<file path="config.mk">
export PLATFORM = sky130hd
export DESIGN_NAME = johnson_decoder_monitor
export DESIGN_NICKNAME = d
export VERILOG_FILES = /design/src/rtl/johnson_pkg.sv /design/src/rtl/johnson_code_decode.sv /design/src/rtl/johnson_decoder_monitor.sv
export SDC_FILE = /design/constraint.sdc
export NUM_CORES = 1
export LEC_CHECK = 0
export CAP_MARGIN = 20
export CORE_ASPECT_RATIO = 1.5
export CORE_MARGIN = 8
export CORE_UTILIZATION = 32
export DETAILED_ROUTE_END_ITERATION = 8
export GPL_ROUTABILITY_DRIVEN = 0
export PLACE_DENSITY = 0.54
export SLEW_MARGIN = 10
export SYNTH_ARGS = -nofsm -noshare
export SYNTH_HDL_FRONTEND = slang
export SYNTH_SLANG_ARGS = --single-unit
</file>
<file path="constraint.sdc">
create_clock -name clk -period 3.36 [get_ports clk]
set_input_delay 0.336 -clock clk [delete_from_list [all_inputs] [get_ports clk]]
set_output_delay 0.336 -clock clk [all_outputs]
set_load 0.01 [all_outputs]
</file>
<file path="src/rtl/johnson_pkg.sv">
// Shared types and helpers for the Johnson-code receive path.
// Functions take the code zero-extended to QMAX bits plus its true width n,
// so every Johnson-domain block can reuse them regardless of its own N.
package johnson_pkg;

  typedef enum logic {
    SEARCH = 1'b0,
    LOCKED = 1'b1
  } state_t;

  localparam int JOHNSON_N = 4;
  localparam int CNT_W     = $clog2(2 * JOHNSON_N);
  localparam int RUN_W     = 4;
  localparam int QMAX      = 32;

  // Legal codes are zeros-over-ones (msb 0) or ones-over-zeros (msb 1).
  function automatic logic johnson_legal(input logic [QMAX-1:0] q, input int n);
    logic [QMAX-1:0] mask;
    logic [QMAX-1:0] body;
    logic [QMAX-1:0] top;
    mask = (n >= QMAX) ? '1 : ((QMAX'(1) << n) - QMAX'(1));
    top  = q >> (n - 1);
    body = top[0] ? (~q & mask) : (q & mask);
    return ((q & ~mask) == '0) && ((body & (body + QMAX'(1))) == '0);
  endfunction

  // popcount for msb 0, 2n - popcount for msb 1; meaningful only on legal codes.
  function automatic int johnson_to_bin(input logic [QMAX-1:0] q, input int n);
    logic [QMAX-1:0] w;
    logic [QMAX-1:0] top;
    int pop;
    w   = q;
    pop = 0;
    for (int i = 0; i < QMAX; i++) begin
      if (i < n) pop += int'(w[0]);
      w = w >> 1;
    end
    top = q >> (n - 1);
    return top[0] ? (2 * n - pop) : pop;
  endfunction

endpackage

</file>
<file path="src/rtl/johnson_code_decode.sv">
// Combinational Johnson code legality check and binary decode.
module johnson_code_decode
  import johnson_pkg::*;
#(
  parameter int N  = 4,
  parameter int CW = $clog2(2 * N)
) (
  input  logic [N-1:0]  q,
  output logic          legal,
  output logic [CW-1:0] bin
);

  logic [QMAX-1:0] qx;

  // Widen once, then reuse the shared package helpers.
  always_comb begin
    qx    = QMAX'(q);
    legal = johnson_legal(qx, N);
    bin   = CW'(johnson_to_bin(qx, N));
  end

endmodule

</file>
<file path="src/rtl/johnson_decoder_monitor.sv">
// Johnson code receive monitor: legality, decode, step check, lock FSM,
// wrap pulse and saturating error count. Define JOHNSON_DOWN_EN to accept
// -1 steps as legal and add the dir output.
//
// Handshake: sample_en qualifies q_in for exactly the cycle it is high; there
// is no back-pressure. valid/illegal/bad_step/wrap are registered one-cycle
// pulses on the edge that samples sample_en=1 and are 0 in every other cycle.
module johnson_decoder_monitor
  import johnson_pkg::*;
#(
  parameter int N        = 4,
  parameter int LOCK_CNT = 4,
  parameter int ERR_W    = 8
) (
  input  logic                    clk,
  input  logic                    clr_n,
  input  logic [N-1:0]            q_in,
  input  logic                    sample_en,
  input  logic                    err_clr,
  output logic [$clog2(2*N)-1:0]  count,
  output logic                    valid,
  output logic                    illegal,
  output logic                    bad_step,
  output logic                    wrap,
  output logic                    locked,
  output logic [ERR_W-1:0]        err_cnt,
`ifdef JOHNSON_DOWN_EN
  output logic                    dir,
`endif
  output state_t                  fsm_state
);

  localparam int CW     = $clog2(2 * N);
  localparam int DW     = CW + 1;
  localparam int STATES = 2 * N;

  logic             dec_legal;
  logic [CW-1:0]    dec_bin;
  logic [DW-1:0]    delta;
  logic             is_hold, is_up;
  logic             good, err_ev;
  state_t           state_q, state_d;
  logic [RUN_W-1:0] run_q, run_d;
  logic             have_prev, have_prev_d;
  logic [CW-1:0]    count_d;
  logic             valid_d, illegal_d, bad_d, wrap_d;
  logic [ERR_W-1:0] err_d;
`ifdef JOHNSON_DOWN_EN
  logic             is_down;
  logic             dir_d;
`endif

  johnson_code_decode #(.N(N), .CW(CW)) u_decode (
    .q     (q_in),
    .legal (dec_legal),
    .bin   (dec_bin)
  );

  // Step distance from the previous legal value, modulo 2N (count holds prev).
  always_comb begin
    if (dec_bin >= count) delta = {1'b0, dec_bin} - {1'b0, count};
    else                  delta = {1'b0, dec_bin} + DW'(STATES) - {1'b0, count};
    is_hold = (delta == '0);
    is_up   = (delta == DW'(1));
`ifdef JOHNSON_DOWN_EN
    is_down = (delta == DW'(STATES - 1));
`endif
  end

  // Sample classification, lock FSM next state and error counter next value.
  always_comb begin
    state_d     = state_q;
    run_d       = run_q;
    have_prev_d = have_prev;
    count_d     = count;
    valid_d     = 1'b0;
    illegal_d   = 1'b0;
    bad_d       = 1'b0;
    wrap_d      = 1'b0;
    good        = 1'b0;
    err_ev      = 1'b0;
    err_d       = err_cnt;
`ifdef JOHNSON_DOWN_EN
    dir_d       = dir;
`endif

    if (sample_en) begin
      if (!dec_legal) begin
        illegal_d   = 1'b1;
        have_prev_d = 1'b0;
        err_ev      = 1'b1;
      end else begin
        valid_d     = 1'b1;
        count_d     = dec_bin;
        have_prev_d = 1'b1;
        if (have_prev) begin
          if (is_hold) begin
            good = 1'b0;
          end else if (is_up) begin
            good   = 1'b1;
            wrap_d = (count == CW'(STATES - 1));
`ifdef JOHNSON_DOWN_EN
            dir_d  = 1'b0;
          end else if (is_down) begin
            good   = 1'b1;
            wrap_d = (count == '0);
            dir_d  = 1'b1;
`endif
          end else begin
            bad_d  = 1'b1;
            err_ev = 1'b1;
          end
        end
      end
    end

    if (err_ev) begin
      state_d = SEARCH;
      run_d   = '0;
    end else if (good && (state_q == SEARCH)) begin
      if (run_q + RUN_W'(1) == RUN_W'(LOCK_CNT)) begin
        state_d = LOCKED;
        run_d   = '0;
      end else begin
        run_d = run_q + RUN_W'(1);
      end
    end

    if (err_clr)                       err_d = err_ev ? ERR_W'(1) : '0;
    else if (err_ev && err_cnt != '1)  err_d = err_cnt + ERR_W'(1);
  end

  // All state and outputs registered; asynchronous clear returns to SEARCH.
  always_ff @(posedge clk or negedge clr_n) begin
    if (!clr_n) begin
      state_q   <= SEARCH;
      run_q     <= '0;
      have_prev <= 1'b0;
      count     <= '0;
      valid     <= 1'b0;
      illegal   <= 1'b0;
      bad_step  <= 1'b0;
      wrap      <= 1'b0;
      err_cnt   <= '0;
`ifdef JOHNSON_DOWN_EN
      dir       <= 1'b0;
`endif
    end else begin
      state_q   <= state_d;
      run_q     <= run_d;
      have_prev <= have_prev_d;
      count     <= count_d;
      valid     <= valid_d;
      illegal   <= illegal_d;
      bad_step  <= bad_d;
      wrap      <= wrap_d;
      err_cnt   <= err_d;
`ifdef JOHNSON_DOWN_EN
      dir       <= dir_d;
`endif
    end
  end

  assign locked    = (state_q == LOCKED);
  assign fsm_state = state_q;

endmodule

</file>
==> results of run 1 <==
## where the power goes
group	internal, mW	switching, mW	total [mW]
logic	0.279	0.244	0.522
registers	0.276	0.0283	0.305
clock network	0.0825	0.0841	0.167
total	0.638	0.356	0.993
## per-stage QoR
step                      area [um2]  utilization [%]  TNS (ns)  setup slack [ns]  total power, mW
after floorplan                 1405                -    -2.047           -0.3881           0.5252
final                           2016            48.73    -1.366           -0.2224           0.9934
after detailed placement        1782            43.07    -11.36           -0.8957           0.6898
after global routing            2016            48.73    -2.696           -0.3052            1.058
after CTS                       1952            47.19    -2.138           -0.3437           0.9520
after global placement          1782            43.07    -10.54           -0.8344           0.6788
## worst min-delay path by stage
stage	start	endpoint	slack [ns]	depth (start not counted)
global placement	count[0]	count[0]	0.53	2
detailed placement	count[0]	count[0]	0.54	2
finish	fsm_state	fsm_state	0.56	2
global route	count[0]	count[0]	0.60	2
floorplan	clr_n	bad_step	0.04	0
CTS	count[0]	count[0]	0.56	2
## cell families after synthesis
family / synth area share [%]
DFF: 39.25
adders and majority gates: 13.83
AOI/OAI and AO/OA: 14.21
and+or+nand+nor: 21.68
xor gates and xnor gates: 3.271
muxes: 3.178
buffers and inverters: 4.580
## critical path, delay by kind of cell
family                   cells  cell delay, ns
buffers and inverters        3            0.17
AO/OA/AOI/OAI                2            0.19
AND/OR/NAND/NOR              5            1.17
adder cells (fa/ha/maj)      6            1.89
## layout make-up
cell class | instances | area (um2) | area share (%)
multi-input cells | 105 | 945.9 | 46.93
flip-flops and latches | 21 | 525.5 | 26.07
repair buffers | 44 | 396.6 | 19.68
well taps | 46 | 57.56 | 2.855
inverters | 11 | 43.79 | 2.173
clock buffers | 3 | 41.29 | 2.048
clock inverters | 1 | 5.005 | 0.2483
## what timing repair did
item                                    4_1_cts  5_1_grt
gates resized for setup                      32       14
buffers inserted                              7        1
endpoints found under the setup margin       14       13
pin swaps                                    13       11
## placed cells by master, fill, tap and decap left out, types with 2 or more instances in the layout
master / netlist / layout
dfrtp_1: 21 / 21
nand3_1: 5 / 5
buf_4: 1 / 17
clkdlybuf4s50_1: 0 / 21
fa_1: 3 / 2
xnor2_1: 5 / 4
inv_2: 0 / 2
a21oi_2: 1 / 5
mux2i_1: 2 / 2
ha_4: 0 / 3
ha_1: 10 / 6
a211oi_4: 0 / 2
o21ai_1: 1 / 3
or3_4: 0 / 3
nor2b_1: 4 / 4
inv_1: 11 / 8
o21ai_2: 0 / 2
buf_6: 0 / 3
a211oi_2: 1 / 2
clkbuf_8: 0 / 3
nand2b_1: 5 / 4
nor2_1: 18 / 18
buf_2: 1 / 2
nand2_1: 7 / 5
a21oi_1: 8 / 4
## state kept, by name, summed over array words and instances, names as in the netlist
register	cells
bad_step	1
wrap	1
fsm_state	1
err_cnt	8
valid	1
run_q	4
have_prev	1
count	3
illegal	1
## routing by layer
metal  vias to the layer above  share of wire, %  global-route usage, %
met1                       555                39                  12.15
met3                         2               3.3                  1.176
met5                         -                 0                      0
li1                        571                 -                      -
met4                         0               1.3                  3.193
met2                        16                56                  19.30
==> flow_summary.json, run 1 <==
{
  "min_period_ns": 3.582,
  "place_inst": 221,
  "vias_per_cell": 4.952,
  "initial_core_util_pct": 32.37,
  "slew_headroom_pct": 36.52,
  "post-route-drc-count": 0,
  "ys_warn_count": 0,
  "startpoint_type": "input port",
  "holdWs_ns": 0.5604,
  "worstMarginPinSlew_ns": 0.9492,
  "n_antenna_cell": 0,
  "drt.antenna.violating_nets": 0,
  "r2r-end": "run_q[3]",
  "crit_chain": "buf_8 -> fa_1 -> ha_2 -> ha_4 -> inv_4 -> ha_4 -> nand2_4 -> o21ai_4 -> fa_2 -> inv_2 -> fa_1 -> nand2b_1 -> or2_4 -> or4_4 -> or3_4 -> a21oi_2",
  "firstDrtPassIters": 4,
  "finalHoldViolations": 0,
  "nets": 207,
  "grtUsageTotal_pct": 10.53,
  "synth_cell_types": 43,
  "clk_latency_ns": 0.26,
  "vias": 1144,
  "grt_overflow": 0,
  "max_freq_mhz": 279.1,
  "r2r_start": "count[0]",
  "failed_checks": "negative setup slack",
  "outcome": "complete, but fails checks",
  "ir_worst_vdd_v": 0.0002291,
  "die_y_um": 95.22,
  "clk_pin_slew_ns": 0.08,
  "portBuffers": 24,
  "clock_skew_ns": 0.005233,
  "slowest_delay_ns": 0.48,
  "wl_per_cell_um": 13.84,
  "grt_max_degree": 22,
  "syn_nets": 162,
  "clockBufferDepth": 2,
  "report.final.slew_viol_count": 0,
  "cp-end-kind": "flip-flop",
  "cts_tree": "yes",
  "grt_pass1_wl_um": 5582,
  "cts_max_level": 1,
  "r2r_slack_ns": 0.61,
  "grt_pass1_vias": 1213,
  "clock_sinks": 21,
  "yosys-top-cells-count": "dfrtp_1 (21), nor2_1 (18), inv_1 (11)",
  "synth_top_area_share_pct": 39.25,
  "rr_worst_depth": 10,
  "yosysSeqAreaShare_pct": 39.25,
  "routed_wirelength_um": 3196,
  "drt_iter0_markers": 21,
  "core_um2": 4136,
  "critPathArrivalTime_ns": 3.77,
  "rsz0062_at_grt": "yes",
  "crit_path_start": "q_in[0]",
  "crit_slowest_cell": "fa_1",
  "dp_hpwl_um": 2396,
  "cts_inserted_buffers": 3,
  "fp.dieW_um": 68.81,
  "synth_seq_cells": 21,
  "fin_ws_ns": -0.2224,
  "clock-root-buffer": "clkbuf_8",
  "endpoint": "run_q[3]",
  "netlist_area_um2": 1339,
  "leakagePower_nw": 0.8726,
  "syn_to_final_growth_pct": 50.56,
  "fp-row-count": 29,
  "synth.area.top_cells": "dfrtp_1 (39%), ha_1 (9.3%), nor2_1 (5.0%)",
  "cap_violations": 0,
  "setup_viol": 12,
  "p_per_area_nw_per_um2": 492.9,
  "syn_avg_cell_area_um2": 9.495,
  "crit_fanout": 5,
  "antenna_found_initial": 0,
  "ios": 25,
  "cp.required_ns": 3.54,
  "synth_edf_count": 0,
  "hp-class": "flip-flop to flip-flop",
  "finalCritPeriodShare_pct": 106.6,
  "cts-hold-fix-buffers": 0,
  "n_fill_cell": 402,
  "synthFlopType": "dfrtp_1",
  "netlist_instances": 141,
  "async_flop_share_pct": 100.0,
  "drive_above_1_share_pct": 34.59,
  "post-synth-top-count-cell": "dfrtp_1",
  "crit_type": "input port to flip-flop",
  "final-instance-count-excl-fill": 231,
  "dieArea_um2": 6552,
  "yosysTopAreaCell": "dfrtp_1"
}
Power figures use the tool's default switching activity.
==> run 2, diff against run 1 <==
--- a/config.mk
+++ b/config.mk
@@ -7,11 +7,9 @@
 export LEC_CHECK = 0
 export CAP_MARGIN = 20
 export CORE_ASPECT_RATIO = 1.5
-export CORE_MARGIN = 8
-export CORE_UTILIZATION = 32
+export CORE_UTILIZATION = 45
 export DETAILED_ROUTE_END_ITERATION = 8
-export GPL_ROUTABILITY_DRIVEN = 0
-export PLACE_DENSITY = 0.54
+export PLACE_DENSITY = 0.71
 export SLEW_MARGIN = 10
 export SYNTH_ARGS = -nofsm -noshare
 export SYNTH_HDL_FRONTEND = slang
==> run 2 against run 1 <==
  * The flow still finishes with violations (negative setup slack)
  * Die area is 51% lower
  * Count of clock-buffer cells in the layout stayed put
  * Combinational power is 11% higher
  * Hold slack worse by 0.23 ns
  * Register-to-register slack worse by 0.05 ns
  * Fmax is 1.1% lower
  * Worst setup slack worse by 0.041 ns
  * Routed wire length is 13% higher
  * Sequential power hardly changed
  * Highest routed layer unchanged
==> flow_summary.json, run 2 (synthesis results as in run 1) <==
{
  "outcome": "complete, but fails checks",
  "failed_checks": "negative setup slack",
  "drive_above_1_share_pct": 36.17,
  "fp-row-count": 23,
  "grtUsageTotal_pct": 23.60,
  "drt_iter0_markers": 36,
  "clock-root-buffer": "clkbuf_8",
  "final-instance-count-excl-fill": 225,
  "clockBufferDepth": 2,
  "die_y_um": 68.81,
  "rr_worst_depth": 12,
  "syn_to_final_growth_pct": 53.93,
  "cap_violations": 0,
  "layout_common_cells": "dfrtp_1 (21), clkdlybuf4s50_1 (21), nor2_1 (17), buf_4 (17)",
  "r2r_slack_ns": 0.56,
  "grt_pass1_wl_um": 5388,
  "vias": 1241,
  "crit_type": "input port to flip-flop",
  "max_freq_mhz": 276.0,
  "finalHoldViolations": 0,
  "grt_max_degree": 22,
  "worstMarginPinSlew_ns": 0.5503,
  "cts_tree": "yes",
  "core_um2": 2734,
  "n_antenna_cell": 0,
  "firstDrtPassIters": 4,
  "nets": 210,
  "drt.antenna.violating_nets": 0,
  "post-route-drc-count": 0,
  "gp_congestion": 0.7860,
  "fp.dieW_um": 46.54,
  "comb_power_share_pct": 55.1,
  "r2r-end": "err_cnt[6]",
  "internal_power_uw": 662.1,
  "report.final.slew_viol_count": 0,
  "clock_sinks": 21,
  "switching_power_uw": 391.5,
  "hp-class": "input port to asynchronous set/reset pin",
  "slew_headroom_pct": 63.18,
  "p_total_mw": 1.054,
  "reg_top3": "err_cnt (8), run_q (4), count (3)",
  "vias_per_cell": 5.516,
  "crit_fanout": 2,
  "wl_per_cell_um": 16.04,
  "cts_inserted_buffers": 3,
  "initial_core_util_pct": 48.97,
  "cts_max_level": 1,
  "crit_chain": "buf_6 -> fa_1 -> ha_2 -> ha_4 -> inv_4 -> ha_4 -> nand2_4 -> o21ai_4 -> fa_2 -> inv_2 -> fa_1 -> nand2b_1 -> buf_4 -> o311ai_4 -> buf_6 -> a21oi_4 -> nand4_1 -> mux2_4",
  "n_fill_cell": 194,
  "ir_worst_vdd_v": 0.0003745,
  "pre_cts_ws_ns": -0.9404,
  "finish.utilization_pct": 75.38,
  "dieArea_um2": 3202,
  "clk_latency_ns": 0.26,
  "seq_power_share_pct": 29.0,
  "min_period_ns": 3.623,
  "cp-end-kind": "flip-flop",
  "grt_pass1_vias": 1264,
  "fin_ws_ns": -0.2635,
  "finalCritPeriodShare_pct": 107.8,
  "ios": 25,
  "dp_hpwl_um": 2415,
  "swShare_pct": 37.16,
  "setup_viol": 12,
  "r2r_start": "count[0]",
  "portBuffers": 24,
  "p_per_area_nw_per_um2": 511.3,
  "routed_wirelength_um": 3609,
  "place_inst": 212,
  "largest_register": "err_cnt",
  "antenna_found_initial": 0,
  "clkPwrFrac_pct": 16.0,
  "grt_overflow": 0,
  "rsz0062_at_grt": "yes",
  "critPathArrivalTime_ns": 3.78,
  "startpoint_type": "input port",
  "slowest_delay_ns": 0.49,
  "cp.required_ns": 3.51,
  "clock_skew_ns": 0.003224,
  "largest_reg_flops": 8,
  "clk_pin_slew_ns": 0.08,
  "crit_slowest_cell": "fa_1",
  "leakagePower_nw": 0.8963
}
## run 2: worst max path at each step
| stage | to | cells past startpoint | start |
|---|---|---|---|
| 3_5_place_dp | run_q[2] | 16 | q_in[3] |
| 5_1_grt | run_q[1] | 18 | q_in[1] |
| 2_1_floorplan | run_q[0] | 16 | q_in[3] |
| 6_report | err_cnt[6] | 18 | q_in[1] |
| 3_3_place_gp | run_q[3] | 16 | q_in[3] |
| 4_1_cts | run_q[2] | 16 | q_in[0] |
## run 2: power by group through the flow
stage | Combinational [mW] | Clock (mW) | Sequential (mW)
after global placement | 0.355 | 0 | 0.306
after global routing | 0.618 | 0.182 | 0.308
final | 0.580 | 0.168 | 0.305
after floorplan | 0.212 | 0 | 0.313
after detailed placement | 0.379 | 0 | 0.308
after CTS | 0.500 | 0.171 | 0.304
## run 2: metrics by stage
stage / hold slack, ns / area (um2) / setup TNS [ns]
after detailed placement: 0.5452 / 1770 / -11.68
after global routing: 0.3530 / 2061 / -3.778
after CTS: 0.5625 / 1941 / -3.229
after global placement: 0.5308 / 1770 / -9.919
after floorplan: 0.04041 / 1405 / -2.047
final: 0.3284 / 2061 / -2.434
## run 2: layout make-up
cell class | count | area (um2) | share of cell area, %
multi-input combinational | 105 | 965.9 | 46.87
sequential | 21 | 525.5 | 25.50
tap | 37 | 46.29 | 2.247
inverter | 11 | 43.79 | 2.125
clock buffer | 3 | 41.29 | 2.004
timing repair buffer | 47 | 432.9 | 21.01
clock inverter | 1 | 5.005 | 0.2429
## run 2: layer usage
layer	vias to the layer above	global-route usage, %	wire [um]
li1	579	-	-
met1	613	25.16	1344
met2	41	44.62	2085
met3	8	2.083	98
met4	0	10.29	80
met5	-	0	0
## run 2: timing repair
action	4_1_cts	5_1_grt
pin swaps	17	19
setup endpoints to repair	14	13
cloned	0	0
resized for setup	31	19
hold buffers	0	0
setup buffers	8	2
## run 2: worst max-delay path, delay by kind of cell
kind	cells	cell delay, ns
fa+ha+maj	6	1.93
buf+inv	5	0.49
compound gates	3	0.45
mux	1	0.31
simple gates	3	0.27
